`config.mk`:
```
export PLATFORM = sky130hd
export DESIGN_NAME = muldiv_hilo
export DESIGN_NICKNAME = d
export VERILOG_FILES = /design/src/rtl/muldiv_hilo.sv
export SDC_FILE = /design/constraint.sdc
export NUM_CORES = 1
export LEC_CHECK = 0
export CAP_MARGIN = 20
export CORE_UTILIZATION = 44
export DETAILED_ROUTE_END_ITERATION = 10
export GPL_TIMING_DRIVEN = 0
export PLACE_DENSITY_LB_ADDON = 0.08
export SLEW_MARGIN = 20
export SYNTH_ARGS = -nofsm -noshare
export SYNTH_HDL_FRONTEND = slang
export SYNTH_SLANG_ARGS = --single-unit
```
`constraint.sdc`:
```
create_clock -name clk -period 5.9 [get_ports clk]
set_input_delay 1.475 -clock clk [delete_from_list [all_inputs] [get_ports clk]]
set_output_delay 1.475 -clock clk [all_outputs]
set_load 0.01 [all_outputs]
```
`src/rtl/muldiv_hilo.sv`:
```
// Iterative multiply/divide unit with HI/LO result registers (MIPS-style).
// Define MULDIV_FAST_MUL_EN to compute MULT/MULTU with a single-cycle product.
module muldiv_hilo #(
  parameter int WIDTH = 32
) (
  input  logic             clk,
  input  logic             rst,
  input  logic             start,
  input  logic [2:0]       op,
  input  logic [WIDTH-1:0] rs_data,
  input  logic [WIDTH-1:0] rt_data,
  output logic             busy,
  output logic             done,
  output logic [WIDTH-1:0] hi,
  output logic [WIDTH-1:0] lo
);

  localparam logic [2:0] OP_MULT  = 3'd1;
  localparam logic [2:0] OP_MULTU = 3'd2;
  localparam logic [2:0] OP_DIV   = 3'd3;
  localparam logic [2:0] OP_DIVU  = 3'd4;
  localparam logic [2:0] OP_MTHI  = 3'd5;
  localparam logic [2:0] OP_MTLO  = 3'd6;

  typedef enum logic [1:0] {IDLE, MUL, DIV, FIX} state_t;

  state_t               state, state_nxt;
  logic [WIDTH-1:0]     cnt;
  logic [2:0]           op_q;
  logic [WIDTH-1:0]     rs_q;
  logic [WIDTH-1:0]     opnd;
  logic [2*WIDTH-1:0]   acc;
  logic                 neg_q;
  logic                 neg_r;
  logic                 div0_q;
  logic                 is_mul, is_div, is_signed, last;
  logic [WIDTH:0]       mul_sum;
  logic [WIDTH:0]       div_trial;
  logic                 sa, sb;

  function automatic logic [WIDTH-1:0] abs_val(input logic signed [WIDTH-1:0] v,
                                               input logic use_sign);
    return (use_sign && v < 0) ? WIDTH'(-v) : WIDTH'(v);
  endfunction

  function automatic logic [WIDTH-1:0] apply_sign(input logic [WIDTH-1:0] v, input logic neg);
    return neg ? WIDTH'(-v) : v;
  endfunction

  assign is_mul    = (op == OP_MULT) || (op == OP_MULTU);
  assign is_div    = (op == OP_DIV)  || (op == OP_DIVU);
  assign is_signed = (op == OP_MULT) || (op == OP_DIV);
  assign sa        = is_signed & rs_data[WIDTH-1];
  assign sb        = is_signed & rt_data[WIDTH-1];
  assign last      = (cnt == WIDTH'(WIDTH - 1));
  assign busy      = (state != IDLE);

  // One shift-add step: add the multiplicand into the upper half when the multiplier LSB is set.
  assign mul_sum   = {1'b0, acc[2*WIDTH-1:WIDTH]} + {1'b0, (acc[0] ? opnd : {WIDTH{1'b0}})};
  // One restoring step: a borrow out (MSB set) means the divisor did not fit.
  assign div_trial = {acc[2*WIDTH-1:WIDTH], acc[WIDTH-1]} - {1'b0, opnd};

  always_comb begin
    state_nxt = state;
    case (state)
      IDLE: begin
        if (start && is_mul) begin
`ifdef MULDIV_FAST_MUL_EN
          state_nxt = FIX;
`else
          state_nxt = MUL;
`endif
        end else if (start && is_div) begin
          state_nxt = DIV;
        end
      end
      MUL:     if (last) state_nxt = FIX;
      DIV:     if (last) state_nxt = FIX;
      FIX:     state_nxt = IDLE;
      default: state_nxt = IDLE;
    endcase
  end

  always_ff @(posedge clk) begin
    if (rst) begin
      state <= IDLE;
      cnt   <= '0;
      done  <= 1'b0;
    end else begin
      state <= state_nxt;
      done  <= (state == FIX);
      if ((state == MUL) || (state == DIV))
        cnt <= last ? '0 : cnt + 1'b1;
      else
        cnt <= '0;
    end
  end

  // Operand capture and iteration datapath; no reset needed since FIX is the only consumer.
  always_ff @(posedge clk) begin
    if ((state == IDLE) && start && (is_mul || is_div)) begin
      op_q   <= op;
      rs_q   <= rs_data;
      neg_q  <= sa ^ sb;
      neg_r  <= sa;
      div0_q <= (rt_data == '0);
      if (is_mul) begin
        opnd <= abs_val(rs_data, is_signed);
`ifdef MULDIV_FAST_MUL_EN
        acc  <= {{WIDTH{1'b0}}, abs_val(rs_data, is_signed)} *
                {{WIDTH{1'b0}}, abs_val(rt_data, is_signed)};
`else
        acc  <= {{WIDTH{1'b0}}, abs_val(rt_data, is_signed)};
`endif
      end else begin
        opnd <= abs_val(rt_data, is_signed);
        acc  <= {{WIDTH{1'b0}}, abs_val(rs_data, is_signed)};
      end
    end else if (state == MUL) begin
      acc <= {mul_sum, acc[WIDTH-1:1]};
    end else if (state == DIV) begin
      if (div_trial[WIDTH])
        acc <= {acc[2*WIDTH-2:0], 1'b0};
      else
        acc <= {div_trial[WIDTH-1:0], acc[WIDTH-2:0], 1'b1};
    end
  end

  always_ff @(posedge clk) begin
    if (rst) begin
      hi <= '0;
      lo <= '0;
    end else if (state == FIX) begin
      if ((op_q == OP_MULT) || (op_q == OP_MULTU)) begin
        {hi, lo} <= neg_q ? (2*WIDTH)'(-acc) : acc;
      end else if (div0_q) begin
        hi <= rs_q;
        lo <= '1;
      end else begin
        lo <= apply_sign(acc[WIDTH-1:0], neg_q);
        hi <= apply_sign(acc[2*WIDTH-1:WIDTH], neg_r);
      end
    end else if ((state == IDLE) && start) begin
      if (op == OP_MTHI) hi <= rs_data;
      if (op == OP_MTLO) lo <= rs_data;
    end
  end

endmodule
```
---- Yosys cells after proc, flatten, opt, wreduce, memory -nomap -nowiden ----
Index checks and enable logic that the tools add are counted.
storage, ports and cells
  flip-flop bits (word level) ............. 233
  output and inout port bits .............. 66
operators by class
  bitwise gates (word level) .............. 4
  reduce and logical (&&, ||, !) cells .... 24
  equal/unequal tests ..................... 14
  multiplexer cells ....................... 26
  $add $sub $neg .......................... 8
  magnitude comparators ................... 2
operators by type and width
  cell                   count
  $mux 32                17
  $mux 64                5
  $neg 32->32            4
  $lt 32x1->1 const B    2
  $neg 64->64            1
  $add 32x32->33         1
  $sub 33x32->33         1
  $add 32x1->32 const B  1
  $eq 32x5->1 const B    1
  $logic_not 32->1       1
  $eq 3x2->1 const B     3
  $eq 3x3->1 const B     3
  $reduce_bool 2->1      4
  $eq 3x1->1 const B     2
  $logic_and 1x1->1      6
  $logic_or 1x1->1       6
  $mux 2                 3
  $pmux 2 s3             1
  $reduce_and 2->1       3
  $eq 2x2->1 const B     2
  $ne 3x3->1 const B     1
  $reduce_bool 3->1      1
  $reduce_or 3->1        1
  $and 1x1->1            2
  other kinds (6)        6

---- Depth between registers and ports, before layout ----
Gate-level depths: netlist of the first run.
  depth in word-level cells ............... 6
  depth in mapped cells ................... 14

---- Worst setup path after synthesis of the first run ----
Ideal clock, no wire load.
  path kind ............................... input port to flip-flop
  from .................................... input op[1]
  to ...................................... register acc[28] (data pin)
  data arrival time ....................... 4.262 ns
  stages on the path ...................... 6
  buffers on the path ..................... 1
  library setup time ...................... 0.356 ns
  setup slack ............................. 1.282 ns
  cells stage by stage .................... nor2_1 xnor2_1 nand3_1 inv_1 clkbuf_1 o21bai_1
between the ends
  word-level cells in the longest chain between the ends .. 6
ends and longest elaborated chain
  what                                             line        RTL
  start, declared                                  9           input logic [2:0] op,
  $eq 3x1->1 / $eq 3x2->1 (equally long branches)  50, 52, 51
  $logic_or 1x1->1                                 52          assign is_signed = (op == OP_MULT) || (op == OP_DIV);
  $logic_and 1x1->1                                43          return (use_sign && v < 0) ? WIDTH'(-v) : WIDTH'(v);
  $mux 32                                          43
  $mux 32                                          107         if (is_mul) begin
  $mux 64 (*)                                      101         if ((state == IDLE) && start && (is_mul || is_div)) begin
  end signal, assigned                             113         acc <= {{WIDTH{1'b0}}, abs_val(rt_data, is_signed)};
  end signal, assigned                             117         acc <= {{WIDTH{1'b0}}, abs_val(rs_data, is_signed)};
  end signal, assigned                             120         acc <= {mul_sum, acc[WIDTH-1:1]};
  end, declared                                    32          logic [2*WIDTH-1:0] acc;
Every way passes the cells marked *; elsewhere a longest branch is shown, timed or not.
A chain may end at the register's enable or synchronous reset.

---- Final worst setup path of the first run ----
  from .................................... input rs_data[0]
  to ...................................... register acc[25] (data pin)
between the ends
  word-level cells in the longest chain between the ends .. 5
ends and longest elaborated chain
  what               line  RTL
  start, declared    10    input logic [WIDTH-1:0] rs_data,
  $lt 32x1->1        43
  $logic_and 1x1->1  43
  $mux 32 (*)        43
  $mux 32 (*)        107
  $mux 64 (*)        101
Marked as above.

==> results of run 1 <==
[flip-flops by register name, indices dropped and copies added (netlist names)]
| register | flops |
|---|---|
| neg_q | 1 |
| div0_q | 1 |
| op_q | 3 |
| done | 1 |
| rs_q | 32 |
| state | 2 |
| lo | 32 |
| opnd | 32 |
| cnt | 32 |
| hi | 32 |
| neg_r | 1 |
| acc | 64 |
[cell type report]
class	count	share of cell area [%]
diodes	1	0.0121
plain buffers	120	2.29
clock buffers	41	4.29
clock inverters	11	0.296
inverters	76	1.38
multi-input cells	1637	52.8
flip-flops and latches	233	29.0
well taps	525	3.17
repair buffers	137	6.76
[per-layer routing]
layer,routed length (microns),GRT usage [%],part of all wire (%),up-vias
li1,-,-,-,7943
met1,28900,42.4,43,8258
met2,31000,52.7,46,654
met3,4320,4.30,6.5,159
met4,2640,11.5,3.9,0
met5,0,0,0,-
[critical path: stages]
cell and delay (ns):
clkdlybuf4s50_1 0.69, or4_1 0.66, nor4_1 0.79, nand2_1 0.27
nor3_1 0.47, a21oi_1 0.16, xnor2_1 0.37, nand2_1 0.09
a21oi_1 0.26, a21oi_1 0.06
[synthesized netlist by cell type, drive strengths merged, types with 4 or more instances]
cell type / number / area share (%)
or2: 15 / 0.54
o22ai: 18 / 0.64
xor2: 114 / 5.6
a22oi: 4 / 0.17
inv: 76 / 1.6
a21oi: 162 / 4.6
o21ai: 152 / 4.3
nand2b: 21 / 0.74
o31ai: 23 / 0.98
o32ai: 4 / 0.20
o41ai: 19 / 0.98
buf: 22 / 0.58
and4: 6 / 0.30
a31oi: 15 / 0.53
ha: 73 / 5.2
a211oi: 91 / 3.9
o21bai: 9 / 0.38
nor3: 30 / 0.85
o211ai: 11 / 0.47
nand4: 13 / 0.46
and3: 9 / 0.32
clkbuf: 98 / 2.1
and2: 12 / 0.42
nand3: 45 / 1.3
nor2: 140 / 3.0
or4: 24 / 1.1
o221ai: 12 / 0.59
dfxtp: 99 / 11
a21o: 28 / 1.2
a311oi: 7 / 0.35
nor2b: 56 / 2.0
edfxtp: 134 / 23
nand2: 197 / 4.2
o21a: 13 / 0.55
mux2: 6 / 0.38
a21boi: 8 / 0.34
mux2i: 116 / 6.6
or3: 25 / 0.94
nor4: 26 / 0.92
xnor2: 89 / 4.4
[power by group through the flow]
stage          sequential (mW)  combinational [mW]  clock, mW
2_1_floorplan             2.66                3.61          0
3_3_place_gp              2.95                4.87          0
3_5_place_dp              2.93                4.94          0
4_1_cts                   2.90                4.97       1.82
5_1_grt                   2.94                5.50       1.88
6_report                  2.91                5.03       1.80
[path summary, 6_finish.rpt]
check | slack [ns] | from | cells after the start | to
setup / recovery | 0.89 | rs_data[0] | 10 | acc[25]
hold / removal | 0.47 | cnt[0] | 1 | cnt[0]
setup reg to reg | 1.34 | acc[31] | 14 | acc[51]
hold reg to reg | 0.47 | cnt[0] | 1 | cnt[0]
[metrics by stage]
| step | util (%) | total power [mW] | cells | cell area [sq um] |
|---|---|---|---|---|
| 6_report | 52.2 | 9.75 | 2781 | 20700 |
| 2_1_floorplan | - | 6.27 | 2066 | 17700 |
| 4_1_cts | 52.2 | 9.68 | 2780 | 20700 |
| 3_3_place_gp | 49.7 | 7.82 | 2726 | 19700 |
| 5_1_grt | 52.2 | 10.3 | 2780 | 20700 |
| 3_5_place_dp | 49.8 | 7.87 | 2728 | 19700 |
[cells by family after synthesis]
family,synth area share (%)
xor+xnor,10.1
buf+inv,4.27
fa+ha+maj,5.39
simple gates,17.6
compound gates,21.7
flops,34.0
mux,6.95
[cell usage in the layout (no fill, tap or decap), types with 8 or more instances in the layout]
cell / instances
nand4_1: 13
a21o_1: 28
or3_1: 23
a31oi_1: 15
buf_1: 16
and2_1: 12
mux2i_1: 116
a211oi_1: 91
ha_1: 73
o21bai_1: 9
or4_1: 18
nand2_1: 196
o31ai_1: 23
or2_2: 12
nand2b_1: 21
clkbuf_1: 100
o41ai_1: 18
xnor2_1: 89
nor3_1: 30
and3_1: 9
xor2_1: 114
nor2_1: 140
nand3_1: 45
clkinv_2: 8
dfxtp_1: 99
nor4_1: 26
o21ai_0: 148
o221ai_1: 12
a21boi_0: 8
nor2b_1: 56
edfxtp_1: 134
a21oi_1: 162
o22ai_1: 18
o211ai_1: 11
o21a_1: 13
inv_1: 76
clkdlybuf4s50_1: 135
clkbuf_16: 33
==> impl_metrics.env, run 1 <==
export IMPL_grt_max_degree=50
export IMPL_p_switching_mw=4.40
export IMPL_syn_nets=2211
export IMPL_synth_top_flop_cell="edfxtp_1"
export IMPL_status="completed"
export IMPL_fin_setup_tns_ns=0
export IMPL_relSlewSlack_pct=31.9
export IMPL_grt_pass1_vias=16146
export IMPL_combPwrFrac_pct=51.6
export IMPL_std_cell_rows=73
export IMPL_setup_violations_final=0
export IMPL_first_pass_iters=6
export IMPL_fin_crit_sh_pct=85.0
export IMPL_post_cts_buffers=0
export IMPL_max_clock_path_buffers=3
export IMPL_cts_resized_gates=0
export IMPL_synth_edf_count=134
export IMPL_die_height_microns=202
export IMPL_report_final_hold_viol_count=0
export IMPL_path_max_fanout=8
export IMPL_clk_pin_slew_ns=0.06
export IMPL_routed_via_count=17014
export IMPL_place_gp_congestion=0.953
export IMPL_crit_path_start_kind="primary input"
export IMPL_routedWlPerCell_microns=24.1
export IMPL_internal_power_mw=5.35
export IMPL_io_pin_count=136
export IMPL_async_reset_ff_share_pct=0
export IMPL_finalNetCount=2378
export IMPL_ys_types=73
export IMPL_overflow=0
export IMPL_die_x_microns=202
export IMPL_max_freq_ghz=0.200
export IMPL_fin_crit_ns=5.01
export IMPL_syn2layout_area_growth_pct=17.1
export IMPL_multi_input_area_sq_um=10900
export IMPL_synth_area_sq_um=17700
export IMPL_drt_total_wl_microns=66900
export IMPL_portBuffers=135
export IMPL_hold_ws_ns=0.467
export IMPL_synth_warnings=0
export IMPL_cts_hold_buf=0
export IMPL_drive_above_1_share_pct=4.12
export IMPL_grt_usage_pct=31.9
export IMPL_netlist_instances=2066
export IMPL_antenna_left=0
export IMPL_worstMarginPinSlew_ns=1.01
export IMPL_grt_pass1_wl_microns=99300
export IMPL_yosys_register_bits=233
export IMPL_p_seq_share_pct=29.9
export IMPL_first_iter_violations=1532
export IMPL_cts_htree_levels=1
export IMPL_p_per_area_nw_per_um2=471
export IMPL_n_fill_cell=3901
export IMPL_rsz0062_at_grt="no"
export IMPL_ys_seq_area_share_pct=34.0
export IMPL_place_detailed_hpwl_microns=51800
export IMPL_initial_core_util_pct=44.6
export IMPL_via_per_inst=6.12
export IMPL_coreArea_sq_um=39600
export IMPL_die_area_sq_um=41000
export IMPL_drt_drc_violations_left=0
export IMPL_ir_drop_mv=0.286
export IMPL_dp_worst_setup_slack_ns=0.521
export IMPL_fin_skew_ns=0.0138
export IMPL_clock_sinks=233
export IMPL_worstPathArrival_ns=5.32
export IMPL_cts_buffers=28
export IMPL_required_ns=6.20
export IMPL_seq_area_sq_um=6010
export IMPL_tritoncts="yes"
export IMPL_antenna_found_initial=0
export IMPL_hold_class="flip-flop to flip-flop"
export IMPL_finalMaxSlewViolations=0
export IMPL_end_kind="flip-flop"
export IMPL_p_leak_nw=7.60
export IMPL_cts_root_buf="clkbuf_16"
export IMPL_drv_cap=0
export IMPL_clk_latency_ns=0.58
export IMPL_setup_slack_ns=0.888
export IMPL_clock_power_share_pct=18.5
export IMPL_syn_avg_cell_area_sq_um=8.56
export IMPL_p_sw_share_pct=45.1
export IMPL_worstSetupPathType="primary input to flip-flop"
(Power assumes the default switching activity.)
==> run 2: changes to the inputs <==
Clock period 5.9 ns to 4.3 ns, I/O delays scaled along.
==> run 2 against run 1 <==
Net effect: design area increased by 0.37%; first-iteration DRC count increased by 3.7%; via count increased by 0.30%; worst setup slack got worse by 0.76 ns; power increased by 38%; clock-buffer cell count unchanged; non-clock buffer count increased by 2; clock power increased by 38%; largest cell class unchanged; highest routed layer unchanged.
==> impl_metrics.env, run 2 (same netlist as run 1, synthesis figures left out) <==
export IMPL_status="completed"
export IMPL_clk_pin_slew_ns=0.06
export IMPL_clk_latency_ns=0.57
export IMPL_io_pin_count=136
export IMPL_crit_path_start_kind="flip-flop"
export IMPL_p_per_area_nw_per_um2=647
export IMPL_n_fill_cell=3897
export IMPL_drt_total_wl_microns=66900
export IMPL_antenna_left=0
export IMPL_drv_cap=0
export IMPL_rsz0062_at_grt="no"
export IMPL_layout_common_cells="196 x nand2_1, 162 x a21oi_1, 148 x o21ai_0, 140 x nor2_1"
export IMPL_first_iter_violations=1589
export IMPL_grtUsageMet2_pct=52.7
export IMPL_grt_pass1_wl_microns=99300
export IMPL_cts_buffers=28
export IMPL_worstSetupPathType="flip-flop to flip-flop"
export IMPL_via_per_inst=6.13
export IMPL_final_core_util_pct=52.4
export IMPL_place_gp_congestion=0.953
export IMPL_required_ns=4.74
export IMPL_cts_hold_buf=0
export IMPL_grt_usage_pct=31.9
export IMPL_fin_setup_tns_ns=0
export IMPL_finalMaxSlewViolations=0
export IMPL_worstMarginPinSlew_ns=0.888
export IMPL_max_clock_path_buffers=3
export IMPL_use_met3_pct=4.27
export IMPL_initial_core_util_pct=44.6
export IMPL_coreArea_sq_um=39600
export IMPL_holdPathStages=1
export IMPL_die_area_sq_um=41000
export IMPL_place_detailed_hpwl_microns=51800
export IMPL_grt_max_degree=50
export IMPL_cts_root_buf="clkbuf_16"
export IMPL_finalNetCount=2380
export IMPL_die_x_microns=202
export IMPL_syn2layout_area_growth_pct=17.5
export IMPL_routed_via_count=17065
export IMPL_path_max_fanout=10
export IMPL_tritoncts="yes"
export IMPL_use_met1_pct=42.4
export IMPL_max_freq_ghz=0.240
export IMPL_reg2reg_depth=12
export IMPL_end_kind="flip-flop"
export IMPL_portBuffers=135
export IMPL_p_leak_nw=7.64
export IMPL_setup_violations_final=0
export IMPL_hold_class="flip-flop to flip-flop"
export IMPL_relSlewSlack_pct=40.8
export IMPL_overflow=0
export IMPL_routedWlPerCell_microns=24.1
export IMPL_fin_skew_ns=0.0161
export IMPL_cts_htree_levels=1
export IMPL_regMostFlops="acc"
export IMPL_report_final_hold_viol_count=0
export IMPL_largest_reg_flops=64
export IMPL_fin_crit_sh_pct=97.0
export IMPL_die_height_microns=202
export IMPL_drt_drc_violations_left=0
export IMPL_drive_above_1_share_pct=4.56
export IMPL_antenna_cells=0
export IMPL_busiest_layer="met2"
export IMPL_ir_drop_mv=0.394
export IMPL_clock_sinks=233
export IMPL_std_cell_rows=73
export IMPL_final_common_cell="nand2_1"
export IMPL_worstPathArrival_ns=4.61
export IMPL_fin_crit_ns=4.17
export IMPL_grt_pass1_vias=16152
export IMPL_antenna_found_initial=1
export IMPL_first_pass_iters=6
==> run 2: changes by cell type in the layout (fill, tap and decap cells not counted), moves of 2 or more <==
cell / change
buf_4: +4
nor4_1: -4
nor4_2: +4
buf_2: -3
buf_1: -2
clkbuf_2: +2
==> run 2: worst max-delay path, cell delays in order, from the launching register on <==
cell and delay, ns:
edfxtp_1 0.46, inv_1 0.34, buf_1 0.59, ha_1 0.36
nand2b_1 0.14, or3_1 0.47, or4_4 0.46, buf_6 0.16
clkbuf_1 0.27, o21ai_0 0.24, a221oi_1 0.10, a31oi_1 0.33
o22ai_1 0.11
==> run 2: path summary, 6_finish.rpt <==
check	start	to	slack, ns
worst max-delay path	acc[0]	hi[4]	0.13
worst max register to register	acc[0]	hi[4]	0.13
worst min register to register	cnt[0]	cnt[0]	0.47
worst min-delay path	cnt[0]	cnt[0]	0.47
==> run 2: layout make-up <==
cell class	instances	area [sq um]	share of cell area, %
Timing Repair Buffer	139	1420	6.82
Clock inverter	11	61.3	0.295
Tap cell	525	657	3.16
Buffer	120	484	2.33
Inverter	76	285	1.37
Clock buffer	41	888	4.28
Multi-Input combinational cell	1637	11000	52.8
Sequential cell	233	6010	28.9
==> run 2: through the flow <==
| stage | area [sq um] | instances | worst slack, ns | total power, mW | hold WS (ns) |
|---|---|---|---|---|---|
| 6_report | 20800 | 2782 | 0.128 | 13.4 | 0.468 |
| 5_1_grt | 20800 | 2782 | 0.00547 | 14.2 | 0.511 |
| 4_1_cts | 20700 | 2780 | 0.00193 | 13.3 | 0.468 |
| 3_5_place_dp | 19700 | 2728 | -0.679 | 10.8 | 0.455 |
| 3_3_place_gp | 19700 | 2726 | -2.15 | 10.7 | 0.444 |
| 2_1_floorplan | 17700 | 2066 | 0.0819 | 8.60 | 0.430 |
==> run 2: layer usage <==
metal  share of wire [%]  up-vias
met5                   0        -
met1                  43     8301
met2                  46      670
li1                    -     7946
met3                 6.8      148
met4                 3.9        0
==> run 2: what timing repair did <==
item / 4_1_cts / 5_1_grt
setup buffers: 0 / 2
gates resized for setup: 3 / 14
pin swaps: 0 / 1
endpoints found under the setup margin: 31 / 38
==> run 2: power by group <==
group	switching [mW]	total (mW)	internal [mW]
clock network	1.04	2.48	1.43
logic	4.17	6.98	2.81
registers	0.848	3.98	3.14
==> run 3: changes to the inputs <==
Settings changed: CORE_UTILIZATION 44 to 54.
==> run 3 against run 2 <==
Net effect: register-to-register slack about the same; critical path depth rose by 1; sequential share of layout area increased by 0.15 points; clock skew shrank 0.0033 ns; global-route usage is 5.5 points higher; largest power group unchanged; utilization up 12 points; combinational power down 1%; power barely moved; routed wire length is 4.9% lower; via count grew 1.6%; fmax grew 0.19%.
==> impl_metrics.env, run 3 (same netlist as run 1, synthesis figures left out) <==
export IMPL_status="completed"
export IMPL_place_gp_congestion=0.978
export IMPL_hold_ws_ns=0.473
export IMPL_path_max_fanout=10
export IMPL_holdPathStages=1
export IMPL_dp_worst_setup_slack_ns=-0.624
export IMPL_r2r_start="acc[0]"
export IMPL_clk_latency_ns=0.56
export IMPL_cts_root_buf="clkbuf_16"
export IMPL_antenna_left=0
export IMPL_die_height_microns=183
export IMPL_initial_core_util_pct=55.5
export IMPL_final_common_cell="nand2_1"
export IMPL_regMostFlops="acc"
export IMPL_hold_start="cnt[0]"
export IMPL_worstPathArrival_ns=4.46
export IMPL_fin_setup_tns_ns=0
export IMPL_clock_sinks=233
export IMPL_setup_violations_final=0
export IMPL_first_pass_iters=6
export IMPL_fin_crit_ns=4.16
export IMPL_std_cell_rows=65
export IMPL_fin_crit_sh_pct=96.8
export IMPL_crit_path_start_kind="flip-flop"
export IMPL_clk_pin_slew_ns=0.07
export IMPL_rsz0062_at_grt="no"
export IMPL_end_kind="flip-flop"
export IMPL_drt_drc_violations_left=0
export IMPL_max_freq_ghz=0.240
export IMPL_cts_htree_levels=1
export IMPL_routedWlPerCell_microns=23.7
export IMPL_die_area_sq_um=33500
export IMPL_layout_common_cells="196 x nand2_1, 162 x a21oi_1, 148 x o21ai_0, 140 x nor2_1, 134 x edfxtp_1"
export IMPL_hold_end="cnt[0]"
export IMPL_cts_buffers=27
export IMPL_finalMaxSlewViolations=0
export IMPL_grt_pass1_wl_microns=95600
export IMPL_largest_reg_flops=64
export IMPL_grt_max_degree=50
export IMPL_die_x_microns=183
export IMPL_relSlewSlack_pct=32.9
export IMPL_worstSetupPathType="flip-flop to flip-flop"
export IMPL_p_per_area_nw_per_um2=650
export IMPL_drt_total_wl_microns=63600
export IMPL_power_mw=13.4
export IMPL_p_leak_nw=7.61
export IMPL_portBuffers=135
export IMPL_drv_cap=0
export IMPL_max_clock_path_buffers=3
export IMPL_required_ns=4.60
export IMPL_rrSetupSlack_ns=0.14
export IMPL_antenna_found_initial=1
export IMPL_report_final_hold_viol_count=0
export IMPL_fin_skew_ns=0.0129
export IMPL_syn2layout_area_growth_pct=16.9
export IMPL_reg2reg_depth=13
export IMPL_grt_usage_pct=37.4
export IMPL_hold_class="flip-flop to flip-flop"
export IMPL_n_fill_cell=2758
export IMPL_finalNetCount=2379
export IMPL_drive_above_1_share_pct=4.30
export IMPL_grt_pass1_vias=16308
export IMPL_io_pin_count=136
export IMPL_worstMarginPinSlew_ns=1.00
export IMPL_coreArea_sq_um=31900
export IMPL_ir_drop_mv=0.556
export IMPL_via_per_inst=6.44
export IMPL_cts_hold_buf=0
export IMPL_routed_via_count=17333
export IMPL_rr_endpoint="acc[61]"
export IMPL_first_iter_violations=1879
export IMPL_place_detailed_hpwl_microns=49300
export IMPL_tritoncts="yes"
export IMPL_setup_slack_ns=0.136
export IMPL_overflow=0
[run 3: cell type report]
cell class / count / area [sq um] / share of cell area, %
inverter: 76 / 285 / 1.38
buffer: 120 / 480 / 2.32
antenna: 1 / 2.50 / 0.0121
sequential: 233 / 6010 / 29.1
timing repair buffer: 139 / 1420 / 6.87
multi-input combinational: 1637 / 11000 / 53.0
tap: 435 / 544 / 2.63
clock inverter: 15 / 184 / 0.890
clock buffer: 35 / 788 / 3.81
[run 3: per-layer routing]
layer	global-route usage (%)	wire length [microns]	vias to the layer above
met5	0	0	-
met4	18.5	3390	0
met3	5.32	5650	182
met2	59.7	28400	943
met1	49.7	26200	8279
li1	-	-	7929
[run 3: critical path: stages (launching register included)]
cell and delay (ns):
edfxtp_1 0.49, inv_1 0.30, buf_1 0.48, nor2_1 0.13, ha_1 0.48, nand3_1 0.11, nor2_1 0.14, nand3_1 0.19
a211oi_1 0.34, nor2_1 0.12, o21ai_0 0.47, and4_1 0.40, or2_2 0.15, o221ai_1 0.10
[run 3: repair_timing]
| item | CTS | global route |
|---|---|---|
| gates resized for setup | 2 | 8 |
| setup buffers | 0 | 2 |
| endpoints found under the setup margin | 4 | 29 |
| pin swaps | 0 | 0 |
[run 3: worst max-delay path by stage]
stage | start | end | depth (start not counted)
6_report | acc[0] | acc[61] | 13
3_3_place_gp | op[0] | acc[10] | 8
2_1_floorplan | op[1] | acc[28] | 6
5_1_grt | acc[0] | acc[61] | 13
4_1_cts | rs_data[0] | acc[30] | 12
3_5_place_dp | rt_data[8] | acc[26] | 10
[run 3: where the power goes]
part / switching (mW) / leakage [nW] / internal (mW)
Combinational: 4.11 / 5.08 / 2.80
Clock: 1.02 / 0.467 / 1.53
Sequential: 0.841 / 2.07 / 3.13
[run 3: per-stage QoR]
step                util (%)  instances  area, sq um
floorplan                  -       2066        17700
global placement        61.4       2636        19600
detailed placement      61.6       2638        19600
CTS                     64.7       2688        20600
global route            64.8       2690        20700
finish                  64.8       2691        20700
